## src/rtl/fc_mac_array.sv

```systemverilog
// fc_mac_array: pipelined multi-lane signed MAC for the FC layer datapath.
// Stages: S1 lane products, S2 adder tree, S3 accumulator, then an output
// register holding the rounded, shifted and saturated dot product.
// The whole pipe freezes while a result waits for out_ready.
module fc_mac_array #(
  parameter int DATA_WIDTH = 8,
  parameter int LANES      = 4,
  parameter int ACC_WIDTH  = 32,
  parameter int FRAC_BITS  = 0
) (
  input  logic                          clk,
  input  logic                          rst,
  input  logic                          in_valid,
  output logic                          in_ready,
  input  logic                          in_last,
  input  logic [LANES*DATA_WIDTH-1:0]   a_vec,
  input  logic [LANES*DATA_WIDTH-1:0]   b_vec,
  output logic                          out_valid,
  input  logic                          out_ready,
  output logic [2*DATA_WIDTH-1:0]       out_data,
  output logic                          out_sat
);

  localparam int PW = 2 * DATA_WIDTH;
  localparam int LW = $clog2(LANES);
  localparam int SW = PW + LW;

  // Half-LSB rounding constant; collapses to zero when FRAC_BITS is 0.
  localparam logic signed [ACC_WIDTH:0] RND =
    ({{ACC_WIDTH{1'b0}}, 1'b1} << FRAC_BITS) >> 1;
  localparam logic signed [ACC_WIDTH:0] SAT_MAX =
    {{(ACC_WIDTH-PW+2){1'b0}}, {(PW-1){1'b1}}};
  localparam logic signed [ACC_WIDTH:0] SAT_MIN =
    {{(ACC_WIDTH-PW+2){1'b1}}, {(PW-1){1'b0}}};

  logic signed [PW-1:0]        prod_d [LANES];
  logic signed [PW-1:0]        prod_q [LANES];
  logic                        s1_valid_d, s1_valid_q, s1_last_d, s1_last_q;
  logic signed [SW-1:0]        sum_d, sum_q;
  logic                        s2_valid_d, s2_valid_q, s2_last_d, s2_last_q;
  logic signed [ACC_WIDTH-1:0] acc_d, acc_q;
  logic                        s3_valid_d, s3_valid_q, s3_last_d, s3_last_q;
  logic                        first_d, first_q;
  logic                        out_valid_d, out_valid_q;
  logic [PW-1:0]               out_data_d, out_data_q;
  logic                        out_sat_d, out_sat_q;
  logic signed [ACC_WIDTH:0]   rnd_sum, shifted;
  logic                        advance;

  assign advance   = !(out_valid_q && !out_ready);
  assign in_ready  = advance;
  assign out_valid = out_valid_q;
  assign out_data  = out_data_q;
  assign out_sat   = out_sat_q;

  // S1: lane products, loaded only on an accepted beat.
  always_comb begin
    prod_d     = prod_q;
    s1_valid_d = s1_valid_q;
    s1_last_d  = s1_last_q;
    if (advance) begin
      s1_valid_d = in_valid;
      if (in_valid) begin
        s1_last_d = in_last;
        for (int i = 0; i < LANES; i++) begin
          prod_d[i] = $signed(a_vec[i*DATA_WIDTH +: DATA_WIDTH]) *
                      $signed(b_vec[i*DATA_WIDTH +: DATA_WIDTH]);
        end
      end
    end
  end

  // S2: sign-extended adder tree over the registered products.
  always_comb begin
    sum_d      = sum_q;
    s2_valid_d = s2_valid_q;
    s2_last_d  = s2_last_q;
    if (advance) begin
      s2_valid_d = s1_valid_q;
      if (s1_valid_q) begin
        s2_last_d = s1_last_q;
        sum_d     = '0;
        for (int i = 0; i < LANES; i++) begin
          sum_d = sum_d + SW'(prod_q[i]);
        end
      end
    end
  end

  // S3: accumulate; the first beat of each vector overwrites the accumulator.
  always_comb begin
    acc_d      = acc_q;
    first_d    = first_q;
    s3_valid_d = s3_valid_q;
    s3_last_d  = s3_last_q;
    if (advance) begin
      s3_valid_d = s2_valid_q;
      if (s2_valid_q) begin
        s3_last_d = s2_last_q;
        first_d   = s2_last_q;
        acc_d     = first_q ? ACC_WIDTH'(sum_q) : acc_q + ACC_WIDTH'(sum_q);
      end
    end
  end

  // Output: round, arithmetic shift and clamp the finished dot product.
  always_comb begin
    rnd_sum     = {acc_q[ACC_WIDTH-1], acc_q} + RND;
    shifted     = rnd_sum >>> FRAC_BITS;
    out_valid_d = out_valid_q;
    out_data_d  = out_data_q;
    out_sat_d   = out_sat_q;
    if (advance) begin
      out_valid_d = s3_valid_q && s3_last_q;
      if (s3_valid_q && s3_last_q) begin
        if (shifted > SAT_MAX) begin
          out_data_d = SAT_MAX[PW-1:0];
          out_sat_d  = 1'b1;
        end else if (shifted < SAT_MIN) begin
          out_data_d = SAT_MIN[PW-1:0];
          out_sat_d  = 1'b1;
        end else begin
          out_data_d = shifted[PW-1:0];
          out_sat_d  = 1'b0;
        end
      end
    end
  end

  // All pipeline state registers with synchronous reset.
  always_ff @(posedge clk) begin
    if (rst) begin
      prod_q      <= '{default: '0};
      s1_valid_q  <= 1'b0;
      s1_last_q   <= 1'b0;
      sum_q       <= '0;
      s2_valid_q  <= 1'b0;
      s2_last_q   <= 1'b0;
      acc_q       <= '0;
      s3_valid_q  <= 1'b0;
      s3_last_q   <= 1'b0;
      first_q     <= 1'b1;
      out_valid_q <= 1'b0;
      out_data_q  <= '0;
      out_sat_q   <= 1'b0;
    end else begin
      prod_q      <= prod_d;
      s1_valid_q  <= s1_valid_d;
      s1_last_q   <= s1_last_d;
      sum_q       <= sum_d;
      s2_valid_q  <= s2_valid_d;
      s2_last_q   <= s2_last_d;
      acc_q       <= acc_d;
      s3_valid_q  <= s3_valid_d;
      s3_last_q   <= s3_last_d;
      first_q     <= first_d;
      out_valid_q <= out_valid_d;
      out_data_q  <= out_data_d;
      out_sat_q   <= out_sat_d;
    end
  end

endmodule
```

## config.mk

```make
export PLATFORM = sky130hd
export DESIGN_NAME = fc_mac_array
export DESIGN_NICKNAME = d
export VERILOG_FILES = /design/src/rtl/fc_mac_array.sv
export SDC_FILE = /design/constraint.sdc
export NUM_CORES = 1
export LEC_CHECK = 0
export BUFFER_PORTS_ARGS = -buffer_cell sky130_fd_sc_hd__buf_2
export CAP_MARGIN = 20
export CORE_AREA = 2 2 176 178
export DETAILED_ROUTE_END_ITERATION = 16
export DIE_AREA = 0 0 178 180
export PLACE_DENSITY = 0.84
export SLEW_MARGIN = 20
export SYNTH_ARGS = -nofsm -noshare
export SYNTH_HDL_FRONTEND = slang
export SYNTH_SLANG_ARGS = --single-unit
```

## constraint.sdc

```tcl
create_clock -name clk -period 13.5 [get_ports clk]
set_input_delay 3.375 -clock clk [delete_from_list [all_inputs] [get_ports clk]]
set_output_delay 3.375 -clock clk [all_outputs]
set_load 0.02 [all_outputs]
```

==> metrics.cfg <==
[synth]
ys_seq_area_share_pct = 15.6
synthTopCellsByArea = fa_1 28%, dfxtp_1 16%, ha_1 11%
synth_most_common_cell = inv_1
syn-cell-area_um2 = 17900
syn_avg_cell_area_um2 = 8.61
synth-main-ff-cell = dfxtp_1
syn-num-nets = 2564
ys_seq_elements = 139
synth_top_cell_area_share_pct = 28.4
yosysUniqueCellTypes = 70
postSynthCellCount = 2077
synth_edf_count = 0
ys_warn_count = 0
synth_top_area_cell = fa_1
synth_common_cells = 355 x inv_1, 254 x fa_1, 227 x nand2_1
synthArstFlopShare_pct = 0

[setup_path]
worstSetupPathType = in2out
r2r-end = sum_q[16]
critPathBufInv = 3
r2r_cells = 12
cp_cell_sequence = buf_2, nor2b_1, clkinv_1, buf_2
path_delay_family = buffers and inverters
r2r_setup_slack_ns = 9.76
cp-end-kind = output port
worstReg2RegStart = prod_q[2]
cp_slowest_cell = clkinv_1
start_kind = input port
cp.arrival_ns = 4.32
worstPathMaxFanout = 9
cpPeakStageDelay_ns = 0.32
cp.required_ns = 10.12
crit_path_frequent_cell = buf_2

[clock_tree]
cts_resized = 0
cts_buffers = 17
cts_root_buf = clkbuf_16
clock_path_buffers = 2
clkTransAtPathRegs_ns = 0.06
postCtsHoldBufs = 0
cts_tree = yes
clk_latency_ns = 0.43
cts_max_level = 4
post_cts_buffers = 0
cts_sinks = 139

[drt]
wire_per_inst_um = 15.3
first_iter_violations = 741
avgViaCountPerCell = 5.57
vias = 14200
drt.antenna.violating_nets = 0
route.detailed.drc = 0
drt-total-wl_mm = 39.1
firstDrtPassIters = 8

[flow_run]
max_cap_violations = 0

[run_status]
status = finished clean

[timing]
hold_violations = 0
slew-limit-headroom_pct = 26.9
finalSetupViolCount = 0
timing.hold.ws_ns = 0.446
rsz0062_at_grt = false
fmax_mhz = 130
finalCritPeriodShare_pct = 57.0
max_slew.worst_pin.slew_ns = 1.10
finalCriticalPeriod_ns = 7.69
clock_skew_ns = 0.00841
fin_setup_tns_ns = 0
drv_slew = 0

[worst_hold_path]
holdPathStages = 2
hp-class = reg2reg
min_to = out_data[9]
hp-start = out_data[9]

[floorplanning]
chipWidth_um = 178
core_um2 = 30200
start_util_pct = 59.2
die_height_um = 180
die_area_um2 = 32000
pin_count = 88
rows = 64

[placed_design]
placed_area_um2 = 18700
hpwl_mm = 31.3
place_congestion = 0.913
port_buffers = 87

[cells_and_area]
drive_above_1_share_pct = 6.93
fin_nets = 2624
postLayoutCoreUtil_pct = 64.0
syn_to_final_growth_pct = 8.06
design_area_um2 = 19300

[power]
combPwrFrac_pct = 67.0
sw_frac_of_total_pct = 45.3
ir_drop_uv = 117
p_sw_mw = 1.48
pwr-share-clk_pct = 15.5
seq_power_share_pct = 17.5
p_int_mw = 1.79
power_leakage_nw = 9.29
p_per_area_nw_per_um2 = 169

[grt]
grt_max_degree = 76
grt_use_total_pct = 25.9
grt_antenna_before_repair = 1
grt_pass1_wl_mm = 68.7
grt-ovfl-total = 0
grt_pass1_vias = 14700

## stage by stage
stage	power [mW]	setup slack [ns]	instances
after floorplan	2.28	6.11	2077
after global placement	2.65	5.80	2514
after detailed placement	2.73	5.68	2514
after global routing	3.62	5.73	2546
final	3.27	5.81	2547
after CTS	3.27	5.82	2546
## power groups by stage
stage                     Sequential, mW  Combinational, mW  Clock [mW]
after global placement             0.576               2.07           0
after global routing               0.580               2.52       0.522
after floorplan                    0.544               1.74           0
after CTS                          0.570               2.19       0.504
final                              0.572               2.19       0.505
after detailed placement           0.579               2.15           0
## worst reg2reg max path: cells and delay by family (launching register included)
| kind | cells | cell delay, ns |
|---|---|---|
| compound gates | 7 | 1.74 |
| xor+xnor | 1 | 0.15 |
| fa+ha+maj | 3 | 1.34 |
| flops | 1 | 0.36 |
| simple gates | 1 | 0.07 |
## cells by family (layout without fill, tap and decap cells)
family,Yosys count,count (layout),synth area share [%]
other,0,1,0
adders and majority gates,418,418,39.9
AOI/OAI and AO/OA,382,382,12.9
muxes,11,11,0.644
and+or+nand+nor,633,633,18.2
xor gates and xnor gates,85,85,4.17
buffers and inverters,409,482,8.59
DFF,139,139,15.6
## state kept, by name, indices dropped and copies added (netlist names)
register / count
sum_q: 18
s1_valid_q: 1
s2_last_q: 1
s2_valid_q: 1
out_valid: 1
out_data: 16
s1_last_q: 1
prod_q: 64
out_sat: 1
s3_valid_q: 1
first_q: 1
acc_q: 32
s3_last_q: 1
## worst max path at each step
| stage | start | end | slack [ns] | depth (start not counted) |
|---|---|---|---|---|
| global route | out_ready | in_ready | 5.73 | 4 |
| global placement | a_vec[21] | prod_q[30] | 5.80 | 19 |
| CTS | out_ready | in_ready | 5.82 | 4 |
| floorplan | a_vec[21] | prod_q[30] | 6.11 | 18 |
| finish | out_ready | in_ready | 5.81 | 4 |
| detailed placement | a_vec[21] | prod_q[30] | 5.68 | 19 |
## area by class of cell
type                       instances  area, um^2
antenna                            1        2.50
clock buffer                      24         512
clock inverter                     8         129
fill                            2441       10900
inverter                         356        1340
multi-input combinational       1529       13600
sequential                       139        2780
tap                              396         495
timing repair buffer              94         490
## per-layer routing
layer / global-route usage (%) / part of all wire [%]
met5: 0 / 0
met4: 7.93 / 2.6
met3: 3.55 / 4.3
met2: 44.2 / 49
met1: 34.2 / 44
## cell usage in the layout, fill, tap and decap left out, types with 21 or more instances in the layout
master and count:
a21oi_1 162, nor2b_1 37, nand2_1 226, fa_1 254
buf_2 86, nor2_1 65, dfxtp_1 139, nand3_1 21
inv_1 355, ha_1 164, and2_1 176, nor3_1 27
xnor2_1 67, o21ai_0 81
No activity file was read; power rests on OpenSTA's default activity.
